<file path="config.mk">
export PLATFORM = sky130hd
export DESIGN_NAME = audio_ramp_feeder
export DESIGN_NICKNAME = d
export VERILOG_FILES = /design/src/rtl/audio_pkg.sv /design/src/rtl/audio_sample_fifo.sv /design/src/rtl/audio_ramp_feeder.sv
export SDC_FILE = /design/constraint.sdc
export NUM_CORES = 1
export LEC_CHECK = 0
export BUFFER_PORTS_ARGS = -buffer_cell sky130_fd_sc_hd__buf_2
export CAP_MARGIN = 5
export CORE_MARGIN = 2
export CORE_UTILIZATION = 60
export DETAILED_ROUTE_END_ITERATION = 8
export GPL_ROUTABILITY_DRIVEN = 0
export PLACE_DENSITY = 0.88
export SLEW_MARGIN = 25
export SYNTH_ARGS = -nofsm -noshare
export SYNTH_HDL_FRONTEND = slang
export SYNTH_SLANG_ARGS = --single-unit
</file>
<file path="constraint.sdc">
create_clock -name CLK -period 7 [get_ports CLK]
set_clock_uncertainty 0.1 [all_clocks]
set_input_delay 1.05 -clock CLK [delete_from_list [all_inputs] [get_ports CLK]]
set_output_delay 1.05 -clock CLK [all_outputs]
set_load 0.02 [all_outputs]
</file>
<file path="src/rtl/audio_pkg.sv">
// Shared constants and helpers for the sigma-delta DAC feed path:
// midscale word, signed-to-offset-binary conversion and width helpers.
package audio_pkg;

   localparam int DEF_MSBI = 7;
   localparam logic [DEF_MSBI:0] MIDSCALE = 8'h80;

   function automatic int sample_w(input int msbi);
      return msbi + 1;
   endfunction

   function automatic int acc_w(input int msbi, input int rate_log2);
      return msbi + 2 + rate_log2;
   endfunction

   function automatic logic [31:0] midscale(input int msbi);
      return 32'd1 << msbi;
   endfunction

   // Two's complement to offset binary is a flip of the sign bit.
   function automatic logic [31:0] to_offset_binary(input logic [31:0] s, input int msbi);
      return s ^ (32'd1 << msbi);
   endfunction

endpackage

</file>
<file path="src/rtl/audio_sample_fifo.sv">
// Small synchronous FIFO holding PCM samples between the sources and the
// sample-rate release point. Read data is the head entry, valid when !empty.
module audio_sample_fifo #(
   parameter int WIDTH      = 8,
   parameter int DEPTH_LOG2 = 2
) (
   input  logic                  CLK,
   input  logic                  RESET,
   input  logic                  push,
   input  logic                  pop,
   input  logic [WIDTH-1:0]      wdata,
   output logic [WIDTH-1:0]      rdata,
   output logic                  full,
   output logic                  empty,
   output logic [DEPTH_LOG2:0]   level
);

   localparam int DEPTH = 1 << DEPTH_LOG2;

   logic [WIDTH-1:0]      mem [DEPTH];
   logic [DEPTH_LOG2-1:0] wr_ptr;
   logic [DEPTH_LOG2-1:0] rd_ptr;
   logic                  do_push;
   logic                  do_pop;

   assign full    = (level == (DEPTH_LOG2+1)'(DEPTH));
   assign empty   = (level == '0);
   assign do_push = push && !full;
   assign do_pop  = pop && !empty;
   assign rdata   = mem[rd_ptr];

   // Pointers wrap naturally because the depth is a power of two.
   always_ff @(posedge CLK) begin
      if (RESET) begin
         wr_ptr <= '0;
         rd_ptr <= '0;
         level  <= '0;
      end else begin
         if (do_push)
            wr_ptr <= wr_ptr + 1'b1;
         if (do_pop)
            rd_ptr <= rd_ptr + 1'b1;
         case ({do_push, do_pop})
            2'b10:   level <= level + 1'b1;
            2'b01:   level <= level - 1'b1;
            default: level <= level;
         endcase
      end
   end

   always_ff @(posedge CLK) begin
      if (do_push)
         mem[wr_ptr] <= wdata;
   end

endmodule

</file>
<file path="src/rtl/audio_ramp_feeder.sv">
// Feeds the sigma-delta DAC: buffers signed PCM, releases one sample per
// 2^RATE_LOG2 clocks and linearly interpolates between consecutive samples.
module audio_ramp_feeder
   import audio_pkg::*;
#(
   parameter int MSBI       = 7,
   parameter int DEPTH_LOG2 = 2,
   parameter int RATE_LOG2  = 8
) (
   input  logic                    CLK,
   input  logic                    RESET,
   input  logic signed [MSBI:0]    SAMPLE_IN,
   input  logic                    SAMPLE_VALID,
   output logic                    SAMPLE_READY,
   output logic        [MSBI:0]    DACin,
   output logic                    UNDERRUN,
   output logic [DEPTH_LOG2:0]     LEVEL
);

   localparam int SW = sample_w(MSBI);
   localparam int DW = SW + 1;
   localparam int AW = acc_w(MSBI, RATE_LOG2);

   logic [RATE_LOG2-1:0]   phase_p0;
   logic signed [MSBI:0]   cur_p0;
   logic signed [MSBI:0]   nxt_p0;
   logic signed [AW-1:0]   acc_p0;
   logic signed [DW-1:0]   delta_p0;
   logic signed [DW-1:0]   y_p0;
   logic                   boundary;
   logic                   push;
   logic                   pop;
   logic                   full;
   logic                   empty;
   logic [MSBI:0]          head;

   // acc holds phase*delta, so acc/2^RATE_LOG2 never exceeds |delta| and y
   // stays between cur and nxt; the narrowing cast below is lossless.
   function automatic logic signed [DW-1:0] ramp_point(
      input logic signed [MSBI:0] cur,
      input logic signed [AW-1:0] acc
   );
      return DW'(cur) + DW'(acc >>> RATE_LOG2);
   endfunction

   audio_sample_fifo #(
      .WIDTH      (SW),
      .DEPTH_LOG2 (DEPTH_LOG2)
   ) u_fifo (
      .CLK   (CLK),
      .RESET (RESET),
      .push  (push),
      .pop   (pop),
      .wdata (SAMPLE_IN),
      .rdata (head),
      .full  (full),
      .empty (empty),
      .level (LEVEL)
   );

   assign boundary     = (phase_p0 == '1);
   assign SAMPLE_READY = !RESET && !full;
   assign push         = SAMPLE_VALID && SAMPLE_READY;
   assign pop          = boundary && !empty;
   assign delta_p0     = DW'(nxt_p0) - DW'(cur_p0);
   assign y_p0         = ramp_point(cur_p0, acc_p0);

   // Stage p0: phase counter, sample pair and ramp accumulator.
   always_ff @(posedge CLK) begin
      if (RESET) begin
         phase_p0 <= '0;
         cur_p0   <= '0;
         nxt_p0   <= '0;
         acc_p0   <= '0;
         UNDERRUN <= 1'b0;
      end else if (boundary) begin
         phase_p0 <= '0;
         acc_p0   <= '0;
         cur_p0   <= nxt_p0;
         if (!empty)
            nxt_p0 <= head;
         UNDERRUN <= empty;
      end else begin
         phase_p0 <= phase_p0 + 1'b1;
         acc_p0   <= acc_p0 + AW'(delta_p0);
         UNDERRUN <= 1'b0;
      end
   end

   // Stage p1: registered offset-binary word toward the DAC.
   always_ff @(posedge CLK) begin
      if (RESET)
         DACin <= SW'(midscale(MSBI));
      else
         DACin <= SW'(to_offset_binary(32'(y_p0), MSBI));
   end

endmodule

</file>
==> flow_summary.yaml, run 1 <==
synthesis:
  synth.area.mux_share_pct: 8.02
  synth-simple-area-share_pct: 11.1
  synth_common_cells: "64 x inv_1, 56 x dfxtp_1, 48 x nor2_1"
  synth_adder_area_share_pct: 15.9
  syn_inst: 410
  synth.distinct_cells: 53
  synth_area_leader_cell: "dfxtp_1"
  yosys_warnings: 0
  synth_top_area_share_pct: 24.9
  dominantRegCellSynth: "dfxtp_1"
  syn_nets: 468
  synthArstFlopShare_pct: 0
  synth_most_common_cell: "inv_1"
  synth_top_family_by_area: "adder cells"
  synth.area.top_cells: "dfxtp_1 25%, edfxtp_1 21%, ha_1 8.3%"
  synth_compound_area_share_pct: 7.02
  synthesis.area_sq_um: 4510
  synth-edff-count: 32
  ys_ff_latch: 88
  synth.avg_cell_area_sq_um: 11.0
  ys_seq_area_share_pct: 46.2
  synth-xor-area-share_pct: 5.44
placement:
  dp_hpwl_um: 5680
  dp_cells: 522
  post-place-ws_ps: 3190
  port_buffers: 23
finish:
  multiInputGateArea_sq_um: 2150
  antenna_cells: 0
  layout.area.seq_sq_um: 2080
  instances_no_fill: 538
  final_util_pct: 67.9
  fill_cells: 521
  fin_nets: 492
  drive_gt1_share_pct: 13.4
  area_delta_synth_final_pct: 9.30
routing:
  drc: 0
  wl_per_cell_um: 14.7
  routed_wl_um: 7910
  drt-initial-drc-count: 130
  drt_first_pass_iters: 5
  via_count: 2851
  viasPerCell: 5.30
  postRouteAntennaNets: 0
sta:
  rsz0062_at_grt: "false"
  period_share_pct: 51.3
  final.setup.worst_slack_ps: 3410
  slew_viol_final: 0
  finalSetupViolCount: 0
  clock.fmax_mhz: 278
  relSlewSlack_pct: 50.9
  setup_tns_ps: 0
  finalHoldViolations: 0
  finalCriticalPeriod_ps: 3590
  worstMarginPinSlew_ps: 736
die:
  die_x_um: 90.7
  dieArea_sq_um: 8220
  pin_count: 24
  die_h_um: 90.7
  core_area_sq_um: 7250
  num_rows: 31
  start_util_pct: 62.2
grt:
  grt-ovfl-total: 0
  grt_pass1_wl_um: 13300
  grt_max_degree: 40
  antenna_found_initial: 0
  grt_pass1_vias: 2893
  grt_usage_pct: 20.2
clocking:
  numClockSinks: 88
  cts_setup_buffers: 0
  cts.reportedPaths.clkPinSlew_ps: 90
  cts_max_path_buffers: 2
  clockRootBuffer: "clkbuf_8"
  cts_tree: "built"
  htreeDepth: 3
  cts.repair.resized: 0
  hold_buffers: 0
  clock_latency_ps: 350
  numCtsBuffers: 9
run:
  drv_cap: 0
critical_path:
  cp_slowest_cell: "o31a_1"
  crit_arrival_ps: 3770
  path_cells: "ha_1, nand3_1, nor3_4, o31a_1, ha_1, inv_1, fa_1, xor2_1, or3_1, a21oi_1"
  cp_max_fo: 13
  startpoint: "phase_p0[0]"
  cpPeakStageDelay_ps: 660
  crit_top_cell: "ha_1"
  r2r_start: "phase_p0[0]"
  cp-start-kind: "flip-flop"
  cp-end-kind: "flip-flop"
  path_class: "flip-flop to flip-flop"
  required_ps: 7180
min_path:
  hold_path_class: "flip-flop to flip-flop"
  min-delay-start: "phase_p0[0]"
power:
  leakage_uw: 0.00201
  vdd_ir_drop_max_mv: 0.162
  power_density_nw_per_um2: 239
run_status:
  status: "completed"
==> logic make-up after synthesis <==
family          Yosys count
simple gates            100
flops                    88
buf+inv                  74
compound gates           47
fa+ha+maj                47
xor+xnor                 28
mux                      26
==> power breakdown <==
group	total [uW]	internal, uW	switching, uW
registers	571	555	16.1
logic	223	99.4	124
clock network	384	203	181
total	1180	858	320
==> worst paths after layout <==
| kind | slack [ps] | depth (start not counted) | end |
|---|---|---|---|
| worst min register to register | 370 | 1 | phase_p0[0] |
| worst min-delay path | 370 | 1 | phase_p0[0] |
| worst max register to register | 3410 | 10 | u_fifo.level[2] |
| worst max-delay path | 3410 | 10 | u_fifo.level[2] |
==> worst max-delay path, delay by kind of cell (launching register included) <==
family / cells / cell delay (ps)
and+or+nand+nor: 3 / 1150
buffers and inverters: 1 / 60
adders and majority gates: 3 / 870
AOI/OAI and AO/OA: 2 / 800
xor gates and xnor gates: 1 / 160
DFF: 1 / 390
==> layout by cell type, fill, tap and decap left out, types with 2 or more instances in the layout <==
cell type   count
ha_1           30
fa_1           17
nand2_1        12
clkbuf_8        9
buf_2          23
nand3_1         4
inv_1          64
o211ai_1        2
or3_1           4
o21ai_1         3
a21o_1          5
clkinvlp_4      2
bufinv_16       2
mux2i_1        17
a21oi_1        20
xnor2_1        13
mux4_2          8
nand4_1         3
nand2b_1        2
dfxtp_1        56
nor2b_1         5
nor2_1         48
xor2_1         15
nor3_1          2
o21ai_0         4
and2_1          5
edfxtp_1       32
and3_1          4
==> metal layers <==
layer	vias to the layer above	share of wire [%]	track usage, %
met5	-	0	0
met4	0	1.7	8.21
met3	12	3.1	2.84
met2	47	51	35.3
met1	1379	45	25.3
li1	1413	-	-
==> per-stage QoR <==
| stage | total power (uW) | hold slack (ps) | instance area (sq um) |
|---|---|---|---|
| global placement | 787 | 344 | 4700 |
| detailed placement | 798 | 354 | 4700 |
| finish | 1180 | 370 | 4930 |
| CTS | 1180 | 375 | 4920 |
| floorplan | 752 | 326 | 4510 |
| global route | 1240 | 405 | 4930 |
==> state kept, by name, indices dropped and copies added (netlist names) <==
register       flops
phase_p0           8
u_fifo.rd_ptr      2
u_fifo.wr_ptr      2
u_fifo.mem        32
acc_p0            16
cur_p0             8
nxt_p0             8
u_fifo.level       3
DACin              8
UNDERRUN           1
==> cell type report <==
| type | instances | share of cell area, % |
|---|---|---|
| clock buffers | 10 | 2.59 |
| multi-input cells | 248 | 43.6 |
| well taps | 99 | 2.51 |
| inverters | 64 | 4.87 |
| repair buffers | 23 | 2.34 |
| flip-flops and latches | 88 | 42.2 |
| clock inverters | 6 | 1.88 |
(Power assumes the default switching activity.)
==> inputs of run 2 (changes only) <==
==> constraint.sdc (replaced) <==
create_clock -name CLK -period 3.7 [get_ports CLK]
set_clock_uncertainty 0.1 [all_clocks]
set_input_delay 0.555 -clock CLK [delete_from_list [all_inputs] [get_ports CLK]]
set_output_delay 0.555 -clock CLK [all_outputs]
set_load 0.02 [all_outputs]
==> run 2 against run 1 <==
Effect of this change:
- design area is essentially flat
- sequential cell count is the same
- sequential power grew 89%
- clock-buffer cell count shrank 1
- fmax grew 20%
- largest power group unchanged
- highest routed layer unchanged
==> flow_summary.yaml, run 2 (synthesis results as in run 1) <==
die:
  start_util_pct: 62.2
  pin_count: 24
  dieArea_sq_um: 8220
  die_h_um: 90.7
  num_rows: 31
  die_x_um: 90.7
  core_area_sq_um: 7250
clocking:
  numClockSinks: 88
  cts.reportedPaths.clkPinSlew_ps: 100
  clock_latency_ps: 370
  clockRootBuffer: "clkbuf_8"
  cts_max_path_buffers: 2
  numCtsBuffers: 9
  cts_setup_buffers: 0
  htreeDepth: 3
  cts.repair.resized: 0
  cts_tree: "built"
  hold_buffers: 0
power:
  power_density_nw_per_um2: 444
  vdd_ir_drop_max_mv: 0.357
  leakage_uw: 0.00200
  power_uw: 2190
sta:
  relSlewSlack_pct: 54.4
  period_share_pct: 81.1
  finalHoldViolations: 0
  finalSetupViolCount: 0
  slew_viol_final: 0
  finalCriticalPeriod_ps: 3000
  final.setup.worst_slack_ps: 699
  rsz0062_at_grt: "false"
  worstMarginPinSlew_ps: 684
  timing.hold.ws_ps: 300
  setup_tns_ps: 0
  clock.fmax_mhz: 333
finish:
  fill_cells: 543
  mostFrequentLayoutCells: "64 x inv_1, 56 x dfxtp_1, 48 x nor2_1"
  final_common_cell: "inv_1"
  largest_reg_flops: 32
  regMostFlops: "u_fifo.mem"
  area_delta_synth_final_pct: 9.27
  reg_top3: "u_fifo.mem: 32 flops, acc_p0: 16 flops"
  fin_nets: 495
  antenna_cells: 0
  drive_gt1_share_pct: 14.0
  final_area_sq_um: 4930
grt:
  grt_pass1_wl_um: 13900
  grt_pass1_vias: 2941
  grt-ovfl-total: 0
  antenna_found_initial: 0
  grt_max_degree: 39
  grt_usage_pct: 21.8
run_status:
  status: "completed"
run:
  drv_cap: 0
critical_path:
  path_cells: "fa_1, inv_1, ha_1, a21oi_1, o21ai_1, or2_1, o211ai_1, nand3_1, nor3b_2"
  path_class: "flip-flop to flip-flop"
  crit_arrival_ps: 3160
  crit_buf_inv: 1
  cp-start-kind: "flip-flop"
  cp_slowest_cell: "dfxtp_1"
  cpPeakStageDelay_ps: 780
  required_ps: 3860
  cp_top_family: "adder cells"
  cp-end-kind: "flip-flop"
  cp_max_fo: 11
routing:
  routed_wl_um: 8070
  drt_first_pass_iters: 4
  viasPerCell: 5.31
  via_count: 2874
  wl_per_cell_um: 14.9
  drt-initial-drc-count: 179
  drc: 0
  postRouteAntennaNets: 0
placement:
  dp_hpwl_um: 5990
  port_buffers: 23
  post-place-ws_ps: 753
  placedInstanceArea_sq_um: 4720
min_path:
  hold_path_class: "input port to flip-flop"
## run 2: cell types whose count changed in the layout (fill, tap and decap cells not counted), sizes merged
cell      previous run  this run
buf                 23        26
clkinv               1         3
bufinv               2         1
clkbuf              10         9
clkinvlp             2         1
inv                 65        66
## run 2: metal layers
| metal | share of wire [%] | wire length, um | track usage [%] |
|---|---|---|---|
| met2 | 50 | 4060 | 37.7 |
| met4 | 2.2 | 178 | 10.3 |
| met3 | 3.1 | 252 | 4.09 |
| met1 | 44 | 3580 | 26.4 |
| met5 | 0 | 0 | 0 |
## run 2: per-stage QoR
step	utilization, %	std cells
2_1_floorplan	-	410
3_3_place_gp	65.1	525
3_5_place_dp	65.1	525
4_1_cts	67.9	541
5_1_grt	67.9	541
6_report	67.9	541
## run 2: worst register-to-register path: cells and delay by family (launching register included)
kind | cells | cell delay (ps)
AO/OA/AOI/OAI | 3 | 580
flip-flops | 1 | 780
AND/OR/NAND/NOR | 3 | 560
buffers and inverters | 1 | 70
adder cells (fa/ha/maj) | 2 | 820
## run 2: final cells by class
type | count | area (sq um) | share of cell area [%]
Tap cell | 99 | 124 | 2.51
Clock buffer | 9 | 124 | 2.51
Timing Repair Buffer | 26 | 138 | 2.79
Clock inverter | 7 | 78.8 | 1.60
Inverter | 64 | 240 | 4.88
Sequential cell | 88 | 2080 | 42.3
Multi-Input combinational cell | 248 | 2140 | 43.4
## run 2: report_power, final
group	switching, uW	leakage, uW	total, uW	internal [uW]
Clock	363	0.0000994	682	319
Sequential	33.2	0.000744	1080	1050
Combinational	231	0.00116	422	191
Total	628	0.00200	2190	1560
## run 2: path summary, 6_finish.rpt
check / from / endpoint / slack [ps] / cells past startpoint
worst min register to register: phase_p0[0] / phase_p0[0] / 370 / 1
worst max-delay path: cur_p0[7] / acc_p0[13] / 700 / 9
worst max register to register: cur_p0[7] / acc_p0[13] / 700 / 9
worst min-delay path: SAMPLE_IN[5] / u_fifo.mem[1][5] / 300 / 1
==> inputs of run 3 (changes only) <==
==> constraint.sdc (replaced) <==
create_clock -name CLK -period 3.1 [get_ports CLK]
set_clock_uncertainty 0.1 [all_clocks]
set_input_delay 0.465 -clock CLK [delete_from_list [all_inputs] [get_ports CLK]]
set_output_delay 0.465 -clock CLK [all_outputs]
set_load 0.02 [all_outputs]
==> run 3 against run 2 <==
Effect of this change:
- routed wire length is 0.46% lower
- clock-buffer cell count stayed put
- sequential power is 19% higher
- global-route usage hardly changed
- cell count is 0.55% higher
- first-iteration DRC count is 27% lower
- critical path depth is 1 higher
- core utilization is 0.36 points higher
- non-clock buffer count is 3 higher
- clock power is 18% higher
- sequential cell count stayed put
- power is 18% higher
==> flow_summary.yaml, run 3 (synthesis results as in run 1) <==
run_status:
  status: "completed"
die:
  die_x_um: 90.7
  core_area_sq_um: 7250
  dieArea_sq_um: 8220
  pin_count: 24
  num_rows: 31
  die_h_um: 90.7
  start_util_pct: 62.2
grt:
  grt_pass1_vias: 3077
  grt_max_degree: 39
  grt_usage_pct: 21.9
  grt-ovfl-total: 0
  grt_pass1_wl_um: 14000
  antenna_found_initial: 0
finish:
  final_area_sq_um: 4950
  instances_no_fill: 544
  mostFrequentLayoutCells: "63 x inv_1, 55 x dfxtp_1, 48 x nor2_1"
  drive_gt1_share_pct: 15.3
  largest_reg_flops: 32
  reg_top3: "u_fifo.mem: 32 flops, acc_p0: 16 flops"
  regMostFlops: "u_fifo.mem"
  final_util_pct: 68.3
  fill_cells: 519
  final_common_cell: "inv_1"
  area_delta_synth_final_pct: 9.85
  antenna_cells: 0
  fin_nets: 498
placement:
  placedInstanceArea_sq_um: 4730
  post-place-ws_ps: 182
  dp_hpwl_um: 5920
  port_buffers: 23
  dp_cells: 526
min_path:
  hold_path_class: "input port to flip-flop"
  worstHoldPathCells: 1
power:
  power_uw: 2590
  p_int_uw: 1860
  switching_share_pct: 28.1
  leakage_uw: 0.00202
  power_frac_comb_pct: 19.1
  clkPwrFrac_pct: 31.1
  seqPwrFrac_pct: 49.8
  power_density_nw_per_um2: 523
  switching_power_uw: 727
  vdd_ir_drop_max_mv: 0.401
sta:
  finalHoldViolations: 0
  slew_viol_final: 0
  relSlewSlack_pct: 59.0
  final.setup.worst_slack_ps: 206
  finalCriticalPeriod_ps: 2890
  period_share_pct: 93.3
  worstMarginPinSlew_ps: 614
  clock.fmax_mhz: 346
  finalSetupViolCount: 0
critical_path:
  crit_top_cell: "a21oi_1"
  crit_arrival_ps: 3100
  cp-start-kind: "flip-flop"
  path_cells: "clkinvlp_4, buf_4, fa_1, inv_1, ha_1, a21oi_1, o21ba_2, nor4b_2, or3_1, a21oi_1"
  path_class: "flip-flop to flip-flop"
  cp-end-kind: "flip-flop"
  cp_max_fo: 7
  cp_slowest_cell: "fa_1"
  required_ps: 3300
  worst-r2r-cell-count: 10
  cpPeakStageDelay_ps: 500
routing:
  drt-initial-drc-count: 130
  drc: 0
  drt_first_pass_iters: 5
  postRouteAntennaNets: 0
  via_count: 2910
  routed_wl_um: 8030
  wl_per_cell_um: 14.8
  viasPerCell: 5.35
clocking:
  cts.reportedPaths.clkPinSlew_ps: 90
  clockRootBuffer: "clkbuf_8"
  numClockSinks: 88
  numCtsBuffers: 9
  htreeDepth: 3
  cts_max_path_buffers: 2
  cts_tree: "built"
  hold_buffers: 0
  clock_latency_ps: 370
run:
  drv_cap: 0
-- run 3: cell count changes in the layout (fill, tap and decap cells not counted) --
cell        before  now
dfxtp_2          0    1
clkinvlp_4       1    2
clkinv_1         1    0
inv_8            1    0
inv_1           64   63
inv_6            1    2
clkinv_2         0    1
buf_4            3    6
dfxtp_1         56   55
-- run 3: worst max-delay path, delay by kind of cell, from the launching register on --
| family | cells | cell delay [ps] |
|---|---|---|
| DFF | 1 | 390 |
| adders and majority gates | 2 | 850 |
| and+or+nand+nor | 2 | 510 |
| buffers and inverters | 3 | 480 |
| AOI/OAI and AO/OA | 3 | 490 |
-- run 3: area by class of cell --
type / instances / area, sq um / area share, %
multi-input cells: 248 / 2140 / 43.2
flip-flops and latches: 88 / 2080 / 42.1
inverters: 64 / 244 / 4.93
repair buffers: 29 / 160 / 3.23
clock buffers: 9 / 124 / 2.50
well taps: 99 / 124 / 2.50
clock inverters: 7 / 77.6 / 1.57
-- run 3: stage by stage --
step | TNS, ps | hold slack (ps)
2_1_floorplan | 0 | 326
3_3_place_gp | 0 | 344
3_5_place_dp | 0 | 354
4_1_cts | 0 | 191
5_1_grt | -19.2 | 200
6_report | 0 | 198
-- run 3: final timing paths --
path	start	slack, ps	end
worst min-delay path	SAMPLE_IN[0]	200	u_fifo.mem[0][0]
worst max-delay path	nxt_p0[7]	210	acc_p0[15]
worst max register to register	nxt_p0[7]	210	acc_p0[15]
worst min register to register	phase_p0[0]	370	phase_p0[0]
-- run 3: per-layer routing --
layer  GRT usage (%)  vias up  wire [um]
met1            25.4     1405       3370
met4            9.36        0        214
met2            38.4       60       4160
li1                -     1425          -
met5               0        -          0
met3            5.26       20        291
-- run 3: timing repair --
item	CTS	global route
setup endpoints to repair	0	1
setup buffers	0	2
gates resized for setup	0	2
-- run 3: power groups by stage --
stage	registers, uW	clock network (uW)	logic, uW
detailed placement	1320	0	491
global placement	1310	0	469
CTS	1290	821	495
global route	1300	863	564
finish	1290	804	494
floorplan	1320	0	378
